### config.mk
export PLATFORM = sky130hd
export DESIGN_NAME = pipe_control_unit
export DESIGN_NICKNAME = d
export VERILOG_FILES = /design/src/rtl/pipe_control_unit.sv
export SDC_FILE = /design/constraint.sdc
export NUM_CORES = 1
export LEC_CHECK = 0
export CELL_PAD_IN_SITES_DETAIL_PLACEMENT = 0
export CELL_PAD_IN_SITES_GLOBAL_PLACEMENT = 1
export CORE_ASPECT_RATIO = 0.9
export CORE_MARGIN = 2
export CORE_UTILIZATION = 28
export CTS_BUF_LIST = sky130_fd_sc_hd__clkbuf_4
export CTS_CLUSTER_DIAMETER = 120
export DETAILED_ROUTE_END_ITERATION = 10
export PLACE_DENSITY = 0.93
export SYNTH_ARGS = -nofsm -noshare
export SYNTH_HDL_FRONTEND = slang
export SYNTH_SLANG_ARGS = --single-unit
### constraint.sdc
create_clock -name clk_i -period 2.85 [get_ports clk_i]
set_input_delay 0.7125 -clock clk_i [delete_from_list [all_inputs] [get_ports clk_i]]
set_output_delay 0.7125 -clock clk_i [all_outputs]
set_load 0.03 [all_outputs]
### src/rtl/pipe_control_unit.sv
// ID/EX control decoder with load-use and multi-cycle multiply stall generation.
// Optional illegal-opcode trap: define CTRL_ILLEGAL_TRAP_EN.
module pipe_control_unit #(
  parameter int ALUOP_W = 2,
  parameter int REG_AW  = 5,
  parameter int MUL_LAT = 3
) (
  input  logic               clk_i,
  input  logic               rst_n_i,
  input  logic               valid_i,
  input  logic [6:0]         Op_i,
  input  logic [6:0]         Funct7_i,
  input  logic [REG_AW-1:0]  RS1_i,
  input  logic [REG_AW-1:0]  RS2_i,
  input  logic               ex_mem_read_i,
  input  logic [REG_AW-1:0]  ex_rd_i,
  input  logic               flush_i,
  output logic [ALUOP_W-1:0] ALUOp_o,
  output logic               ALUSrc_o,
  output logic               RegWrite_o,
  output logic               MemRead_o,
  output logic               MemWrite_o,
  output logic               MemtoReg_o,
  output logic               Branch_o,
  output logic               Mul_o,
  output logic               valid_o,
  output logic               stall_o,
  output logic               illegal_o
);

  localparam logic [6:0] OP_R    = 7'b0110011;
  localparam logic [6:0] OP_IALU = 7'b0010011;
  localparam logic [6:0] OP_LD   = 7'b0000011;
  localparam logic [6:0] OP_ST   = 7'b0100011;
  localparam logic [6:0] OP_BR   = 7'b1100011;
  localparam bit         MUL_MULTI = (MUL_LAT > 1);

  typedef enum logic {IDLE, MUL_WAIT} state_t;

  state_t     state, state_nxt;
  logic [3:0] cnt, cnt_nxt;
  logic       accept;
  logic       trap;

  // Stage p0: combinational decode of the IF/ID instruction
  logic is_r_p0, is_i_p0, is_ld_p0, is_st_p0, is_br_p0;
  logic supported_p0, uses_rs2_p0, is_mul_p0, hz_p0;

  assign is_r_p0      = (Op_i == OP_R);
  assign is_i_p0      = (Op_i == OP_IALU);
  assign is_ld_p0     = (Op_i == OP_LD);
  assign is_st_p0     = (Op_i == OP_ST);
  assign is_br_p0     = (Op_i == OP_BR);
  assign supported_p0 = is_r_p0 | is_i_p0 | is_ld_p0 | is_st_p0 | is_br_p0;
  assign uses_rs2_p0  = is_r_p0 | is_st_p0 | is_br_p0;
  assign is_mul_p0    = is_r_p0 && (Funct7_i == 7'b0000001);
  assign hz_p0        = valid_i && ex_mem_read_i && (ex_rd_i != '0) &&
                        ((ex_rd_i == RS1_i) || (uses_rs2_p0 && (ex_rd_i == RS2_i)));

  always_ff @(posedge clk_i) begin
    if (!rst_n_i) begin
      state <= IDLE;
      cnt   <= '0;
    end else begin
      state <= state_nxt;
      cnt   <= cnt_nxt;
    end
  end

  always_comb begin
    state_nxt = state;
    cnt_nxt   = cnt;
    case (state)
      IDLE: begin
        if (accept && is_mul_p0 && MUL_MULTI) begin
          state_nxt = MUL_WAIT;
          cnt_nxt   = 4'(MUL_LAT - 1);
        end
      end
      MUL_WAIT: begin
        if (flush_i) begin
          state_nxt = IDLE;
          cnt_nxt   = '0;
        end else begin
          cnt_nxt = cnt - 4'd1;
          if (cnt == 4'd1) state_nxt = IDLE;
        end
      end
      default: state_nxt = IDLE;
    endcase
  end

  // Flush beats a hazard; a trapped pipeline never accepts a new bundle.
  always_comb begin
    stall_o = 1'b0;
    accept  = 1'b0;
    if (rst_n_i) begin
      case (state)
        IDLE: begin
          stall_o = hz_p0 && !flush_i;
          accept  = valid_i && !flush_i && !hz_p0 && supported_p0 && !trap;
        end
        MUL_WAIT: stall_o = !flush_i;
        default: ;
      endcase
    end
  end

  // Stage p1: ID/EX control register
  always_ff @(posedge clk_i) begin
    if (!rst_n_i || !accept) begin
      ALUOp_o    <= '0;
      ALUSrc_o   <= 1'b0;
      RegWrite_o <= 1'b0;
      MemRead_o  <= 1'b0;
      MemWrite_o <= 1'b0;
      MemtoReg_o <= 1'b0;
      Branch_o   <= 1'b0;
      Mul_o      <= 1'b0;
      valid_o    <= 1'b0;
    end else begin
      ALUOp_o    <= ALUOP_W'(Op_i[6:5]);
      ALUSrc_o   <= is_i_p0 | is_ld_p0 | is_st_p0;
      RegWrite_o <= is_r_p0 | is_i_p0 | is_ld_p0;
      MemRead_o  <= is_ld_p0;
      MemWrite_o <= is_st_p0;
      MemtoReg_o <= is_ld_p0;
      Branch_o   <= is_br_p0;
      Mul_o      <= is_mul_p0;
      valid_o    <= 1'b1;
    end
  end

`ifdef CTRL_ILLEGAL_TRAP_EN
  logic trap_p1;

  always_ff @(posedge clk_i) begin
    if (!rst_n_i) begin
      trap_p1 <= 1'b0;
    end else if (valid_i && !flush_i && !stall_o && !supported_p0) begin
      trap_p1 <= 1'b1;
    end
  end

  assign trap      = trap_p1;
  assign illegal_o = trap_p1;
`else
  assign trap      = 1'b0;
  assign illegal_o = 1'b0;
`endif

endmodule

After elaboration in Yosys (flattened, before gate mapping)
Index checks and enable logic that the tools add are counted.
Word-level totals
  bits in registers: 14
  logic and storage cells: 59
Operators by class
  add/sub/neg operators: 1
  bitwise logic cells: 9
  mux-type cells: 12
  eq/ne operators: 10
  reduce and logical (&&, ||, !) cells: 17
Operators with widths (count)
  7-bit by 6-bit == test with 1-bit output (second input constant): 2
  5-bit == test: 2
  1-bit logical AND: 10
  4-bit two-way mux: 2
  1-bit bitwise OR: 8
  4-bit case mux with 2 select lines: 1
  7-bit by 1-bit == test with 1-bit output (second input constant): 1
  7-bit by 2-bit == test with 1-bit output (second input constant): 1
  7-bit by 5-bit == test with 1-bit output (second input constant): 1
  7-bit == test (second input constant): 1
  1-bit two-way mux: 7
  5-bit nonzero test: 1
  4-bit by 1-bit == test with 1-bit output (second input constant): 1
  1-bit logical NOT: 4
  1-bit case mux with 2 select lines: 2
  4-bit by 1-bit subtractor with 4-bit output (second input constant): 1
  1-bit logical OR: 2
  2-bit != test (second input constant): 1
  1-bit inverter: 1

Longest topological paths before layout
  depth in word-level cells: 14
  depth in mapped cells: 6
  gate-level depth less buffers: 6

Worst setup path after synthesis
OpenSTA, ideal clock, no wires.
  kind: input to output
  start point: input port ex_rd_i[1]
  end point: output port stall_o
  setup slack: 0.217 ns
  data arrival time: 1.921 ns
  stages: 5
  cells stage by stage: or4_1 o211ai_1 a21oi_2 buf_6 o21a_1
Between the ends
  word-level cells in the longest chain between the ends: 7
  elaborated cells between the ends (all ways): 10
  those cells by class: eq/ne (2); mux (2); reduce/logical (6)
RTL lines
  start, declared: line 16  | input logic [REG_AW-1:0] ex_rd_i,
  5-bit == test: line 58  | ((ex_rd_i == RS1_i) || (uses_rs2_p0 && (ex_rd_i == RS2_i)));
  1-bit logical AND: line 58
  1-bit logical OR: line 58
  1-bit logical AND (*): line 57  | assign hz_p0 = valid_i && ex_mem_read_i && (ex_rd_i != '0) &&
  1-bit logical AND (*): line 100  | stall_o = hz_p0 && !flush_i;
  1-bit case mux with 2 select lines (*): line 98  | case (state)
  1-bit two-way mux (*): line 97  | if (rst_n_i) begin
  end, declared: line 27  | output logic stall_o,
Every way passes the cells marked *; elsewhere a longest branch is shown, timed or not.

Worst setup path in the final report
  start point: input port RS1_i[3]
  end point: output port stall_o
Between the ends
  word-level cells in the longest chain between the ends: 6
RTL lines
  start, declared: line 13  | input logic [REG_AW-1:0] RS1_i,
  5-bit == test: line 58
  1-bit logical OR: line 58
  1-bit logical AND: line 57
  1-bit logical AND: line 100
  1-bit case mux with 2 select lines: line 98
  1-bit two-way mux: line 97
No other way between the ends.

==> metrics.md <==
| Metric | Value |
|---|---|
| Design Area, Final | 0.001408 sq mm |
| H-Tree Depth | 1 |
| Place WS | -256.5 ps |
| Mean routed wirelength per cell | roughly 11 microns |
| Vias/cell | approximately 4.7 |
| RSZ-0062 raised after global routing | no |
| R2r setup slk | between 1000 and 1500 ps |
| Syn Nets | about 130 |
| WS Path Type | in2out |
| GRT Total Usage | a little over an eighth |
| Synthesis Warnings | 0 |
| Clock Tree Buf Depth | 2 |
| DR vias | 883 |
| Die W | just over 60 microns |
| Cell depth of the worst flop-to-flop path | 5 |
| Nets | between 150 and 200 |
| Worst slew margin | 62.05% |
| VDD IR max | 0.0002055 V |
| Period utilization | about 97% |
| First-pass GRT wire length | around 3.5 mm |
| Slew Limit Fails | 0 |
| DR pass1 iterations | 6 |
| Leakage | 0.5516 nW |
| Post-synth ARST share | 0% |
| CTS root buf | clkbuf_4 |
| Sequential cell area fraction in the yosys report | between 30% and 40% |
| Initial DRC count | 16 |
| Req. time, crit path | 2140 ps |
| CTS buffer count | 3 |
| Power per cell area | around 280 mW/mm^2 |
| CTS tree | built |
| Post-route ant nets | 0 |
| Post-CTS Hold Buffers | 0 |
| Nature of the critical path endpoint | output port |
| Commonest cells post-synth | 14 x dfxtp_1, 7 x xor2_1, 5 x nor4_1 |
| DP Area | between 0.001 and 0.0015 sq mm |
| Routed wire length | 2.138 mm |
| Achievable Freq | between 0.3 and 0.4 GHz |
| Port Buf Inserts | 44 |
| Synth area leader | dfxtp_1 |
| R2r endpoint | cnt[2]$_SDFFE_PN0P_ |
| Top FF cell, synth | dfxtp_1 |
| Worst Path Arrival | 2040 ps |
| Top post-synthesis cells by area | dfxtp_1 34%, xor2_1 7.4%, nor4_1 3.8% |
| Number of synthesized register bits | 14 |
| Largest net degree at the start of global routing | 20 |
| Die Height | 55.64 microns |
| Post-route DRC | 0 |
| Clk_lat worst skew | approximately 270 ps |
| Number of synthesized flops with an enable pin | 0 |
| Status | complete, no violations |
| N_diodes | 0 |
| Dpl cells | 180 |
| Overall power | between 0.3 and 0.4 mW |
| Layout overhead on the synthesized area | 69.68% |
| Vias in the first global route | about 850 |
| Worst slew pin tran | about 570 ps |
| Cell with the most instances after synthesis | dfxtp_1 |
| Final Hold Fails | 0 |
| Core area | between 0.002 and 0.003 sq mm |
| Crit path to | stall_o |
| DP HPWL | roughly 1.7 mm |
| Slack of the critical path | around 95 ps |
| Clk slew on worst S/H paths | 80 ps |
| Endpoints failing setup | 0 |
| Count of cell types in the netlist | just over 40 |
| Die Footprint | 0.003415 sq mm |
| # IOs | 46 |
| Worst min-delay path category | reg2reg |
| Antenna violations before repair | 0 |
| R2r startpoint | state$_SDFF_PN0_ |
| Critical Path Source Type | input pin |
| MaxCap Viol Count | 0 |
| Layout Skew | between 5 and 6 ps |
| Global route overflow | 0 |
| Max FO, Critical Path | 2 |
| Avg Cell Area, Syn | roughly 9 sq um |
| Top cell type's share of synthesized area | approximately 34% |
| CP Launch Point | RS1_i[3] |
| Post-Syn Area | 829.5 sq um |
| Mapped Cells | about 90 |
| # clock sinks | 14 |
| Initial Utilization | around 30% |
| GPL Wtd Cong | 0.7006 |
| Fraction of layout cells with a size suffix above 1 | between 10% and 20% |
| Cell Count, Final, Fillers Out | about 190 |
| Period minus WS final | around 2800 ps |
| Post-layout util | between 50% and 60% |
| Row Count | 18 |
[worst min path at each step]
| stage | slack (ps) | cells past startpoint | startpoint | endpoint |
|---|---|---|---|---|
| after detailed placement | 560 | 2 | cnt[3]$_SDFFE_PN0P_ | cnt[3]$_SDFFE_PN0P_ |
| final | 580 | 2 | cnt[2]$_SDFFE_PN0P_ | cnt[2]$_SDFFE_PN0P_ |
| after CTS | 580 | 2 | cnt[3]$_SDFFE_PN0P_ | cnt[3]$_SDFFE_PN0P_ |
| after floorplan | 500 | 2 | cnt[3]$_SDFFE_PN0P_ | cnt[3]$_SDFFE_PN0P_ |
| after global routing | 640 | 2 | cnt[3]$_SDFFE_PN0P_ | cnt[3]$_SDFFE_PN0P_ |
| after global placement | 530 | 2 | cnt[3]$_SDFFE_PN0P_ | cnt[3]$_SDFFE_PN0P_ |
[through the flow]
step / hold WS (ps) / setup TNS, ps
after floorplan: 504.1 / 0
after global placement: 525.9 / -235.8
after detailed placement: 558.8 / -256.5
after CTS: 577.9 / 0
after global routing: 635.5 / 0
final: 580.3 / 0
[power breakdown]
part           internal, mW  switching [mW]
logic                0.0555          0.0303
clock network        0.0507          0.0615
registers             0.196       0.0000732
total                 0.302          0.0919
[per-layer routing]
metal	track usage, %	part of all wire, %
met1	16.62	43
met2	22.19	48
met3	3.023	8.3
met4	3.343	0
met5	0	0
[kinds of logic (layout without fill, tap and decap cells)]
group | Yosys count | after routing | share of synthesized area, %
AND/OR/NAND/NOR | 39 | 39 | 30.32
AO/OA/AOI/OAI | 19 | 19 | 16.89
flip-flops | 14 | 14 | 33.79
XOR/XNOR | 10 | 10 | 10.56
buffers and inverters | 7 | 61 | 4.977
adder cells (fa/ha/maj) | 2 | 2 | 3.016
other | 1 | 1 | 0.4521
[sequential cells by signal, summed over array words and instances, names as in the netlist]
| signal | count |
|---|---|
| valid_o | 1 |
| state | 1 |
| ALUSrc_o | 1 |
| Mul_o | 1 |
| MemtoReg_o | 1 |
| MemWrite_o | 1 |
| Branch_o | 1 |
| RegWrite_o | 1 |
| ALUOp_o | 2 |
| cnt | 4 |
[placed cells by master (no fill, tap or decap), types with 2 or more instances in the layout]
cell             synthesis  layout
nor4b_1                  3       3
clkbuf_4                 0       3
o31ai_1                  2       2
inv_1                    2       2
buf_4                    2      11
dfxtp_1                 14      14
xor2_1                   7       7
xnor2_1                  3       3
nor2b_1                  2       2
nor2_1                   4       4
nand2b_1                 3       3
a2111oi_0                3       3
nand3_1                  3       3
or3_1                    2       2
nor3_1                   3       3
nor4_1                   5       4
clkdlybuf4s15_1          0       4
nand2_1                  3       3
dlygate4sd2_1            0       2
o31a_1                   2       2
o21ai_0                  4       4
ha_1                     2       2
clkdlybuf4s50_1          0      28
clkbuf_2                 0       2
dlymetal6s2s_1           0       6
[layout make-up]
| type | instances | area [sq um] |
|---|---|---|
| fillers | 282 | 1385 |
| inverters | 2 | 7.507 |
| multi-input cells | 71 | 521.8 |
| clock inverters | 1 | 3.754 |
| well taps | 40 | 50.05 |
| repair buffers | 55 | 521.8 |
| flip-flops and latches | 14 | 280.3 |
| clock buffers | 3 | 22.52 |
[critical path: stages]
cell and delay [ps]:
clkdlybuf4s50_1 420, xor2_1 140, nor3_1 150, nand3_1 140, a21oi_2 170, o21a_1 170, buf_6 140
[repair_timing]
action | in CTS | in global routing
gates resized for setup | 14 | 17
setup endpoints to repair | 1 | 1
setup buffers | 1 | 1
pin swaps | 5 | 9
Note: power is estimated with default switching activity, not from simulation.
